$ cat config.mk
export PLATFORM = sky130hd
export DESIGN_NAME = tcam_pipe_flat
export DESIGN_NICKNAME = d
export VERILOG_FILES = /design/src/rtl/tcam_pipe_if.sv /design/src/rtl/tcam_pipe.sv /design/src/flat_wrapper.sv
export SDC_FILE = /design/constraint.sdc
export NUM_CORES = 2
export LEC_CHECK = 0
export CAP_MARGIN = 15
export CELL_PAD_IN_SITES_DETAIL_PLACEMENT = 2
export CELL_PAD_IN_SITES_GLOBAL_PLACEMENT = 2
export CORE_MARGIN = 4
export CORE_UTILIZATION = 35
export CTS_CLUSTER_SIZE = 28
export DETAILED_ROUTE_END_ITERATION = 8
export GPL_TIMING_DRIVEN = 0
export PLACE_DENSITY = 0.78
export SETUP_SLACK_MARGIN = 0.02
export SYNTH_ARGS = -nofsm -noshare
export SYNTH_HDL_FRONTEND = slang
export SYNTH_SLANG_ARGS = --single-unit
$ cat constraint.sdc
create_clock -name clk -period 16.5 [get_ports clk]
set_input_delay 3.3 -clock clk [delete_from_list [all_inputs] [get_ports clk]]
set_output_delay 3.3 -clock clk [all_outputs]
set_load 0.05 [all_outputs]
$ cat src/rtl/tcam_pipe_if.sv
// Request/response bus for tcam_pipe: valid/ready request channel and in-order response channel.
interface tcam_pipe_if #(
  parameter int KEY_WIDTH = 32,
  parameter int ADDR_W    = 4
);
  logic                 req_valid;
  logic                 req_ready;
  logic [1:0]           req_op;
  logic [KEY_WIDTH-1:0] req_key;
  logic [KEY_WIDTH-1:0] req_mask;
  logic [ADDR_W-1:0]    req_addr;

  logic                 resp_valid;
  logic                 resp_ready;
  logic [1:0]           resp_op;
  logic                 resp_hit;
  logic                 resp_multi;
  logic [ADDR_W-1:0]    resp_addr;
  logic [KEY_WIDTH-1:0] resp_key;
  logic [KEY_WIDTH-1:0] resp_mask;
  logic                 resp_evict;

  modport master (
    output req_valid, req_op, req_key, req_mask, req_addr, resp_ready,
    input  req_ready, resp_valid, resp_op, resp_hit, resp_multi,
           resp_addr, resp_key, resp_mask, resp_evict
  );

  modport slave (
    input  req_valid, req_op, req_key, req_mask, req_addr, resp_ready,
    output req_ready, resp_valid, resp_op, resp_hit, resp_multi,
           resp_addr, resp_key, resp_mask, resp_evict
  );
endinterface

$ cat src/rtl/tcam_pipe.sv
// Ternary CAM with two-stage pipelined search, auto-allocating insert with round-robin
// eviction, write/delete by address, occupancy tracking and full-pipeline backpressure.
module tcam_pipe #(
  parameter int KEY_WIDTH = 32,
  parameter int KEY_DEPTH = 16,
  parameter int ADDR_W    = $clog2(KEY_DEPTH),
  parameter int CNT_W     = $clog2(KEY_DEPTH + 1)
) (
  input  logic             clk,
  input  logic             rst,
  tcam_pipe_if.slave       bus,
  output logic [CNT_W-1:0] occupancy
);

  typedef enum logic [1:0] {
    OP_SEARCH = 2'b00,
    OP_INSERT = 2'b01,
    OP_WRITE  = 2'b10,
    OP_DELETE = 2'b11
  } op_e;

  logic [KEY_WIDTH-1:0] key_mem  [KEY_DEPTH];
  logic [KEY_WIDTH-1:0] mask_mem [KEY_DEPTH];
  logic [KEY_DEPTH-1:0] vld;
  logic [ADDR_W-1:0]    victim_ptr;

  logic                 stall;
  logic                 accept;
  op_e                  req_op;

  logic [KEY_DEPTH-1:0] match;
  logic                 full;
  logic [ADDR_W-1:0]    free_idx;
  logic [ADDR_W-1:0]    ins_addr;
  logic [ADDR_W-1:0]    tgt_addr;

  logic                 s1_valid;
  op_e                  s1_op;
  logic [ADDR_W-1:0]    s1_addr;
  logic                 s1_evict;
  logic [KEY_DEPTH-1:0] s1_match;

  logic                 s2_hit;
  logic                 s2_multi;
  logic [ADDR_W-1:0]    win_idx;

  assign stall         = bus.resp_valid & ~bus.resp_ready;
  assign bus.req_ready = ~stall;
  assign accept        = bus.req_valid & ~stall;
  assign req_op        = op_e'(bus.req_op);
  assign full          = &vld;
  assign ins_addr      = full ? victim_ptr : free_idx;
  assign tgt_addr      = (req_op == OP_INSERT) ? ins_addr : bus.req_addr;

  // Stage 1 compare against the table as it stands in the accept cycle.
  always_comb begin
    match = '0;
    for (int unsigned i = 0; i < KEY_DEPTH; i++) begin
      match[i] = vld[i] && (((bus.req_key ^ key_mem[i]) & mask_mem[i]) == '0);
    end
  end

  always_comb begin
    logic found;
    found    = 1'b0;
    free_idx = '0;
    for (int unsigned i = 0; i < KEY_DEPTH; i++) begin
      if (!found && !vld[i]) begin
        free_idx = ADDR_W'(i);
        found    = 1'b1;
      end
    end
  end

  always_comb begin
    logic found;
    found   = 1'b0;
    win_idx = '0;
    for (int unsigned i = 0; i < KEY_DEPTH; i++) begin
      if (!found && s1_match[i]) begin
        win_idx = ADDR_W'(i);
        found   = 1'b1;
      end
    end
    s2_hit   = |s1_match;
    s2_multi = |(s1_match & (s1_match - KEY_DEPTH'(1)));
  end

  always_ff @(posedge clk) begin
    if (rst) begin
      s1_valid <= 1'b0;
      s1_op    <= OP_SEARCH;
      s1_addr  <= '0;
      s1_evict <= 1'b0;
      s1_match <= '0;
    end else if (!stall) begin
      s1_valid <= accept;
      s1_op    <= req_op;
      s1_addr  <= tgt_addr;
      s1_evict <= accept && (req_op == OP_INSERT) && full;
      s1_match <= (accept && req_op == OP_SEARCH) ? match : '0;
    end
  end

  // Stage 2 reads key/mask of the winner; the table cannot change between
  // the compare and this read because every accept also advances stage 1.
  always_ff @(posedge clk) begin
    if (rst) begin
      bus.resp_valid <= 1'b0;
      bus.resp_op    <= '0;
      bus.resp_hit   <= 1'b0;
      bus.resp_multi <= 1'b0;
      bus.resp_addr  <= '0;
      bus.resp_key   <= '0;
      bus.resp_mask  <= '0;
      bus.resp_evict <= 1'b0;
    end else if (!stall) begin
      bus.resp_valid <= s1_valid;
      bus.resp_op    <= s1_valid ? s1_op : OP_SEARCH;
      bus.resp_hit   <= s1_valid & s2_hit;
      bus.resp_multi <= s1_valid & s2_multi;
      bus.resp_evict <= s1_valid & s1_evict;
      if (!s1_valid)
        bus.resp_addr <= '0;
      else if (s1_op == OP_SEARCH)
        bus.resp_addr <= win_idx;
      else
        bus.resp_addr <= s1_addr;
      bus.resp_key   <= (s1_valid && s2_hit) ? key_mem[win_idx]  : '0;
      bus.resp_mask  <= (s1_valid && s2_hit) ? mask_mem[win_idx] : '0;
    end
  end

  always_ff @(posedge clk) begin
    if (rst) begin
      vld        <= '0;
      victim_ptr <= '0;
      occupancy  <= '0;
    end else if (accept) begin
      unique case (req_op)
        OP_INSERT: begin
          vld[ins_addr] <= 1'b1;
          if (full) victim_ptr <= victim_ptr + ADDR_W'(1);
          else      occupancy  <= occupancy + CNT_W'(1);
        end
        OP_WRITE: begin
          vld[bus.req_addr] <= 1'b1;
          if (!vld[bus.req_addr]) occupancy <= occupancy + CNT_W'(1);
        end
        OP_DELETE: begin
          vld[bus.req_addr] <= 1'b0;
          if (vld[bus.req_addr]) occupancy <= occupancy - CNT_W'(1);
        end
        default: ;
      endcase
    end
  end

  always_ff @(posedge clk) begin
    if (accept && (req_op == OP_INSERT || req_op == OP_WRITE)) begin
      key_mem[tgt_addr]  <= bus.req_key;
      mask_mem[tgt_addr] <= bus.req_mask;
    end
  end

endmodule

$ cat src/flat_wrapper.sv
// flat-port wrapper written by rule: the top's interface ports become plain ports
module tcam_pipe_flat 
#(
  parameter int KEY_WIDTH = 32,
  parameter int KEY_DEPTH = 16,
  parameter int ADDR_W    = $clog2(KEY_DEPTH),
  parameter int CNT_W     = $clog2(KEY_DEPTH + 1)
)
  (clk, rst, occupancy, bus_req_valid, bus_req_op, bus_req_key, bus_req_mask, bus_req_addr, bus_resp_ready, bus_req_ready, bus_resp_valid, bus_resp_op, bus_resp_hit, bus_resp_multi, bus_resp_addr, bus_resp_key, bus_resp_mask, bus_resp_evict);
  tcam_pipe_if #(.KEY_WIDTH(KEY_WIDTH), .ADDR_W(ADDR_W)) bus_i ();
  input  logic clk;
  input  logic rst;
  output logic [CNT_W-1:0] occupancy;
  input wire logic [$bits(bus_i.req_valid)-1:0] bus_req_valid;
  input wire logic [$bits(bus_i.req_op)-1:0] bus_req_op;
  input wire logic [$bits(bus_i.req_key)-1:0] bus_req_key;
  input wire logic [$bits(bus_i.req_mask)-1:0] bus_req_mask;
  input wire logic [$bits(bus_i.req_addr)-1:0] bus_req_addr;
  input wire logic [$bits(bus_i.resp_ready)-1:0] bus_resp_ready;
  output wire logic [$bits(bus_i.req_ready)-1:0] bus_req_ready;
  output wire logic [$bits(bus_i.resp_valid)-1:0] bus_resp_valid;
  output wire logic [$bits(bus_i.resp_op)-1:0] bus_resp_op;
  output wire logic [$bits(bus_i.resp_hit)-1:0] bus_resp_hit;
  output wire logic [$bits(bus_i.resp_multi)-1:0] bus_resp_multi;
  output wire logic [$bits(bus_i.resp_addr)-1:0] bus_resp_addr;
  output wire logic [$bits(bus_i.resp_key)-1:0] bus_resp_key;
  output wire logic [$bits(bus_i.resp_mask)-1:0] bus_resp_mask;
  output wire logic [$bits(bus_i.resp_evict)-1:0] bus_resp_evict;
  assign bus_i.req_valid = bus_req_valid;
  assign bus_i.req_op = bus_req_op;
  assign bus_i.req_key = bus_req_key;
  assign bus_i.req_mask = bus_req_mask;
  assign bus_i.req_addr = bus_req_addr;
  assign bus_i.resp_ready = bus_resp_ready;
  assign bus_req_ready = bus_i.req_ready;
  assign bus_resp_valid = bus_i.resp_valid;
  assign bus_resp_op = bus_i.resp_op;
  assign bus_resp_hit = bus_i.resp_hit;
  assign bus_resp_multi = bus_i.resp_multi;
  assign bus_resp_addr = bus_i.resp_addr;
  assign bus_resp_key = bus_i.resp_key;
  assign bus_resp_mask = bus_i.resp_mask;
  assign bus_resp_evict = bus_i.resp_evict;
  tcam_pipe #(.KEY_WIDTH(KEY_WIDTH), .KEY_DEPTH(KEY_DEPTH), .ADDR_W(ADDR_W), .CNT_W(CNT_W)) u_core (.clk(clk), .rst(rst), .bus(bus_i), .occupancy(occupancy));
endmodule
-- Word level (Yosys, flattened, before mapping)
Memory sizes are Yosys's and may differ from the RTL's.
Index checks and enable logic that the tools add are counted.
- add/sub/neg operators: 4
- order comparisons: 4
- equality and inequality tests: 6
- muxes and demuxes: 81
- bitwise operators: 44
- reduce and logical (&&, ||, !) cells: 123
- operators with widths (cell ; count):
    $and A32 B32 Y32 ; 16
    $logic_not A32 Y1 ; 16
    $xor A32 B32 Y32 ; 16
    $mux W4 ; 20
    $mux W32 ; 2
    $logic_and A1 B1 Y1 ; 53
    $pmux W16 S3 ; 1
    $logic_not A1 Y1 ; 44
    $mux W1 ; 37
    $and A16 B16 Y16 ; 2
    $or A16 B16 Y16 ; 2
    $reduce_or A16 Y1 ; 2
    $mux W3 ; 8
    $reduce_and A18 Y1 ; 1
    $mux W16 ; 1
    $not A16 Y16 ; 1
    $reduce_and A16 Y1 ; 1
    $sub A16 B1 Y16 const B ; 1
    $mux W5 ; 3
    $pmux W5 S3 ; 1
    $lt A4 B5 Y1 const B ; 2
    $mux W2 ; 5
    $demux W1 S4 ; 2
    $ge A4 B1 Y1 const B ; 2
    15 further kinds ; 23
- register bits after elaboration: 123
- RAM bits: 1024
- bits of input ports: 74
- output and inout port bits: 80
- logic and storage cells: 280
- memories kept: 2
- memories (memory ; depth ; width ; rd ports ; clocked after memory_dff ; write ports ; RTL line ; source):
    u_core.key_mem ; 16 ; 32 ; 17 ; 0 ; 1 ; tcam_pipe.sv:22 ; logic [KEY_WIDTH-1:0] key_mem [KEY_DEPTH];
    u_core.mask_mem ; 16 ; 32 ; 17 ; 0 ; 1 ; tcam_pipe.sv:23 ; logic [KEY_WIDTH-1:0] mask_mem [KEY_DEPTH];

-- Depth between registers and ports, before layout
- depth in word-level cells: 52
- depth in mapped cells: 11

-- Least setup slack after synthesis
Ideal clock, no wire load.
- path type: in2reg
- start: input bus_req_op[1]
- end: memory u_core.key_mem[0][0], enable pin
- arrival: 7.086 ns
- required time: 16.014 ns
- path slack: 8.927 ns
- stages: 7
- path buffers: 1
- path through: inv_1 > ha_1 > clkbuf_1 > mux2_2 > nor2_1 > nand2_1 > nor2_1
- cells in the longest elaborated chain, start to end: 5
- ends and longest elaborated chain (item ; RTL line ; source):
    start, declared ; flat_wrapper.sv:15 ; input wire logic [$bits(bus_i.req_op)-1:0] bus_req_op;
    $eq A2 B1 Y1 or $eq A2 B2 Y1 (tied branches) ; tcam_pipe.sv:53, tcam_pipe.sv:160 ;
    $logic_or A1 B1 Y1 ; tcam_pipe.sv:160 ; if (accept && (req_op == OP_INSERT || req_op == OP_WRITE)) begin
    $logic_and A1 B1 Y1 ; tcam_pipe.sv:160 ;
    $mux W1 ; tcam_pipe.sv:160 ;
    $mux W1 (not written as such) ; tcam_pipe.sv:161 ; key_mem[tgt_addr] <= bus.req_key;
    end, declared ; tcam_pipe.sv:22 ;
Parallel ways exist; a longest one is shown, timed or not.

-- Final worst setup path
- start: input bus_resp_ready
- end: output bus_req_ready
- cells in the longest elaborated chain, start to end: 3
- ends and longest elaborated chain (item ; RTL line ; source):
    start, declared ; flat_wrapper.sv:19 ; input wire logic [$bits(bus_i.resp_ready)-1:0] bus_resp_ready;
    $not A1 Y1 ; tcam_pipe.sv:47 ; assign stall = bus.resp_valid & ~bus.resp_ready;
    $and A1 B1 Y1 ; tcam_pipe.sv:47 ;
    $not A1 Y1 ; tcam_pipe.sv:48 ; assign bus.req_ready = ~stall;
    end, declared ; flat_wrapper.sv:20 ; output wire logic [$bits(bus_i.req_ready)-1:0] bus_req_ready;
Every way passes these cells.

==> reports/metrics.json <==
{
  "worst_hold_path": {
    "min_path_type": "flop to flop"
  },
  "floorplanning": {
    "core_area_um2": 146000,
    "initial_core_util_pct": 35.2,
    "fp.dieArea_um2": 153000,
    "design.portCount": 154,
    "num_rows": 140,
    "die_height_um": 391,
    "dieWidth_um": 391
  },
  "sta": {
    "whs_ns": 0.451,
    "worst_max_slew_pin_slew_ns": 1.62,
    "rsz0062_at_grt": "no",
    "final-setup-viol-count": 0,
    "fmaxAchievable_mhz": 113,
    "timing_max_transition_violations_final": 13,
    "max-slew-margin-rel_pct": -8.32,
    "finalSetupTns_ns": 0,
    "min_period_ns": 8.88,
    "hold_viol_final": 0,
    "worst_clock_skew_ns": 0.0389,
    "final_min_period_over_clock_period_pct": 53.8
  },
  "critical_path": {
    "timing.critical_path.slowest_stage_cell": "sky130_fd_sc_hd__clkdlybuf4s50_1",
    "critical_path.top_delay_family": "buffers and inverters",
    "timing.critical_path.required_ns": 13.20,
    "cp_slowest_stage_delay_ns": 0.78,
    "crit_buf_inv": 5,
    "timing.setup.critical_path_class": "input port to output port",
    "critPathCaptureType": "output port",
    "path_max_fanout": 10,
    "critical_path.cell_chain": "clkdlybuf4s50_1, nor2b_1, clkbuf_1, clkinv_1, buf_1, clkdlybuf4s50_1",
    "cp.arrival_ns": 5.58,
    "startpoint_type": "input port",
    "critical_path.most_common_cell": "sky130_fd_sc_hd__clkdlybuf4s50_1"
  },
  "drt": {
    "dr_wl_met3_um": 43400,
    "detail_route.drc_violations": 0,
    "dr_total_vias": 44900,
    "avgViaCountPerCell": 6.85,
    "met2RoutedLength_um": 132000,
    "drt-pass1-iter-count": 6,
    "highest_layer_used_for_signal_routing": "met5",
    "drt-initial-drc-count": 8397,
    "drt-met1-wl_um": 112000,
    "routed_wl_um": 320000,
    "wire_per_inst_um": 48.8,
    "detail-route-antenna-nets": 0
  },
  "clock_tree": {
    "clock_path_buffers": 3,
    "clk_latency_ns": 0.84,
    "numClockSinks": 1147,
    "tritoncts.num_buffers": 133,
    "cts_setup_buffers": 0,
    "cts_max_level": 4,
    "clkTransAtPathRegs_ns": 0.05,
    "cts_tree": "done",
    "cts_repair_resize_count": 0,
    "hold_buffers": 0,
    "cts_root_buffer": "sky130_fd_sc_hd__clkbuf_16"
  },
  "status": {
    "run_status": "complete, but fails checks",
    "failed_checks": "capacitance limit, slew limit"
  },
  "layout": {
    "synthToLayoutAreaGrowth_pct": 19.4,
    "ff_latch_area_um2": 33200,
    "nFillCells": 14586,
    "drive_above_1_share_pct": 8.94,
    "finalNetCount": 4575,
    "mostFrequentLayoutCells": "sky130_fd_sc_hd__edfxtp_1, sky130_fd_sc_hd__xor2_1, sky130_fd_sc_hd__nand2_1, sky130_fd_sc_hd__nor2_1, sky130_fd_sc_hd__clkbuf_1",
    "area_taken_by_multi_input_logic_gates_um2": 17100,
    "final_common_cell": "sky130_fd_sc_hd__edfxtp_1"
  },
  "yosys": {
    "async_reset_ff_share_pct": 0,
    "synthDistinctLibCells": 68,
    "netlist.top_cell.by_area": "sky130_fd_sc_hd__edfxtp_1",
    "ys_ff_latch": 1147,
    "netlist_instances": 4126,
    "area_share_of_the_largest_cell_type_after_synthesis_pct": 60.0,
    "synth_seq_area_share_pct": 64.8,
    "synthesis.area_per_instance_um2": 12.4,
    "synth_enable_flop_cells": 1024,
    "synth_area_leaders": "sky130_fd_sc_hd__edfxtp_1, sky130_fd_sc_hd__xor2_1, sky130_fd_sc_hd__dfxtp_1, sky130_fd_sc_hd__nand2_1, sky130_fd_sc_hd__a22oi_1",
    "mappedNetlistNets": 4210,
    "yosysWarnings": 0,
    "post_synth_instance_area_um2": 51200,
    "synth_top_flop_cell": "sky130_fd_sc_hd__edfxtp_1"
  },
  "placed_design": {
    "port-buffer-count": 153,
    "hpwl_um": 230000,
    "place.gp.congestion": 1.09
  },
  "global_route": {
    "grt_use_total_pct": 40.8,
    "grt_pass1_wl_um": 412000,
    "antenna_found_initial": 48,
    "pin_count_of_the_biggest_net_entering_global_routing": 27,
    "first_global_vias": 43895,
    "globalRouteOverflowTotal": 0
  },
  "power_and_ir_drop": {
    "p_leak_nw": 21.1,
    "power_per_cell_area_nw_per_um2": 108,
    "largest_voltage_drop_on_the_vdd_net_mv": 0.0935
  },
  "job": {
    "cap_viol_max_count": 2
  }
}
## state kept, by name, summed over array words and instances (netlist names), 4 cells and up
register	flops
u_core.s1_match	16
u_core.s1_addr	4
u_core.bus.resp_mask	32
u_core.victim_ptr	4
u_core.key_mem	512
u_core.bus.resp_addr	4
u_core.occupancy	5
u_core.vld	16
u_core.bus.resp_key	32
u_core.mask_mem	512
## cells in the mapped netlist, types with 3 or more instances
cell type                      n
sky130_fd_sc_hd__nor4_1      119
sky130_fd_sc_hd__nand2_1     491
sky130_fd_sc_hd__a21boi_0      3
sky130_fd_sc_hd__o21ai_0     138
sky130_fd_sc_hd__buf_1        31
sky130_fd_sc_hd__o2111ai_1     3
sky130_fd_sc_hd__or2_2         5
sky130_fd_sc_hd__a32o_1       14
sky130_fd_sc_hd__o211ai_1     26
sky130_fd_sc_hd__a21o_1        3
sky130_fd_sc_hd__inv_1        16
sky130_fd_sc_hd__o32a_1       14
sky130_fd_sc_hd__nand2b_1      9
sky130_fd_sc_hd__a22oi_1     151
sky130_fd_sc_hd__and2_1       16
sky130_fd_sc_hd__nor2_1      299
sky130_fd_sc_hd__o21bai_1      4
sky130_fd_sc_hd__xor2_1      516
sky130_fd_sc_hd__dfxtp_1     123
sky130_fd_sc_hd__and3_1       89
sky130_fd_sc_hd__or3_1         3
sky130_fd_sc_hd__nor2b_1      10
sky130_fd_sc_hd__mux4_2        5
sky130_fd_sc_hd__edfxtp_1   1024
sky130_fd_sc_hd__a22o_1       48
sky130_fd_sc_hd__clkbuf_1    175
sky130_fd_sc_hd__o31a_1       12
sky130_fd_sc_hd__nand4_1      69
sky130_fd_sc_hd__maj3_1        4
sky130_fd_sc_hd__a31oi_1      15
sky130_fd_sc_hd__o221ai_1      4
sky130_fd_sc_hd__a221oi_1     57
sky130_fd_sc_hd__nand3_1     124
sky130_fd_sc_hd__o21ai_1      59
sky130_fd_sc_hd__ha_1          9
sky130_fd_sc_hd__buf_2        49
sky130_fd_sc_hd__a211oi_1     15
sky130_fd_sc_hd__o22ai_1     115
sky130_fd_sc_hd__mux2i_1      81
sky130_fd_sc_hd__a21oi_1      73
sky130_fd_sc_hd__a32oi_1       4
sky130_fd_sc_hd__o31ai_1       6
sky130_fd_sc_hd__xnor2_1       3
sky130_fd_sc_hd__nor3_1       61
## final timing paths
path,startpoint,to,slack [ns],cells past startpoint
worst max-delay path,bus_resp_ready,bus_req_ready,7.62,6
worst min-delay path,u_core.bus.resp_key[16]$_SDFFE_PP0N_,u_core.bus.resp_key[16]$_SDFFE_PP0N_,0.45,2
worst max register to register,u_core.s1_match[8]$_SDFFE_PP0N_,u_core.bus.resp_key[7]$_SDFFE_PP0N_,9.76,9
worst min register to register,u_core.bus.resp_key[16]$_SDFFE_PP0N_,u_core.bus.resp_key[16]$_SDFFE_PP0N_,0.45,2
## where the power goes
group          switching (mW)  internal (mW)
sequential             0.0213           3.19
clock                    1.35           1.68
combinational           0.265         0.0862
total                    1.64           4.96
## tightest hold or removal path, delay by kind of cell (launching register included)
| family | cells | cell delay, ns |
|---|---|---|
| and+or+nand+nor | 1 | 0.05 |
| AOI/OAI and AO/OA | 1 | 0.05 |
| DFF | 1 | 0.31 |
## cell type report
| class | instances | area share, % |
|---|---|---|
| flip-flops and latches | 1147 | 54.3 |
| inverters | 18 | 0.110 |
| clock buffers | 190 | 6.12 |
| multi-input cells | 2704 | 27.9 |
| repair buffers | 230 | 4.83 |
| plain buffers | 257 | 1.81 |
| clock inverters | 53 | 0.904 |
| well taps | 1917 | 3.92 |
| diodes | 36 | 0.147 |
## metrics by stage
stage,util [%],total power [mW],setup WS (ns),instances,area (um^2)
5_1_grt,42.0,6.70,7.46,6518,61100
3_5_place_dp,39.0,3.60,7.66,6267,56700
2_1_floorplan,-,3.40,8.93,4126,51200
4_1_cts,41.9,6.56,7.61,6510,61000
3_3_place_gp,37.9,3.59,4.19,6196,55200
6_report,42.0,6.59,7.62,6552,61200
## cells by family after synthesis
| kind of cell | after synthesis | share of synthesized area [%] |
|---|---|---|
| AO/OA/AOI/OAI | 777 | 10.3 |
| XOR/XNOR | 519 | 8.87 |
| adder cells (fa/ha/maj) | 14 | 0.337 |
| buffers and inverters | 275 | 2.16 |
| flip-flops | 1147 | 64.8 |
| multiplexers | 87 | 1.82 |
| AND/OR/NAND/NOR | 1307 | 11.7 |
## metal layers
metal,vias to the layer above,GRT usage [%]
met5,-,0
met4,20,34.9
met3,1262,15.6
met2,4303,58.0
met1,23013,48.4
li1,16302,-
Note: power is estimated with default switching activity, not from simulation.
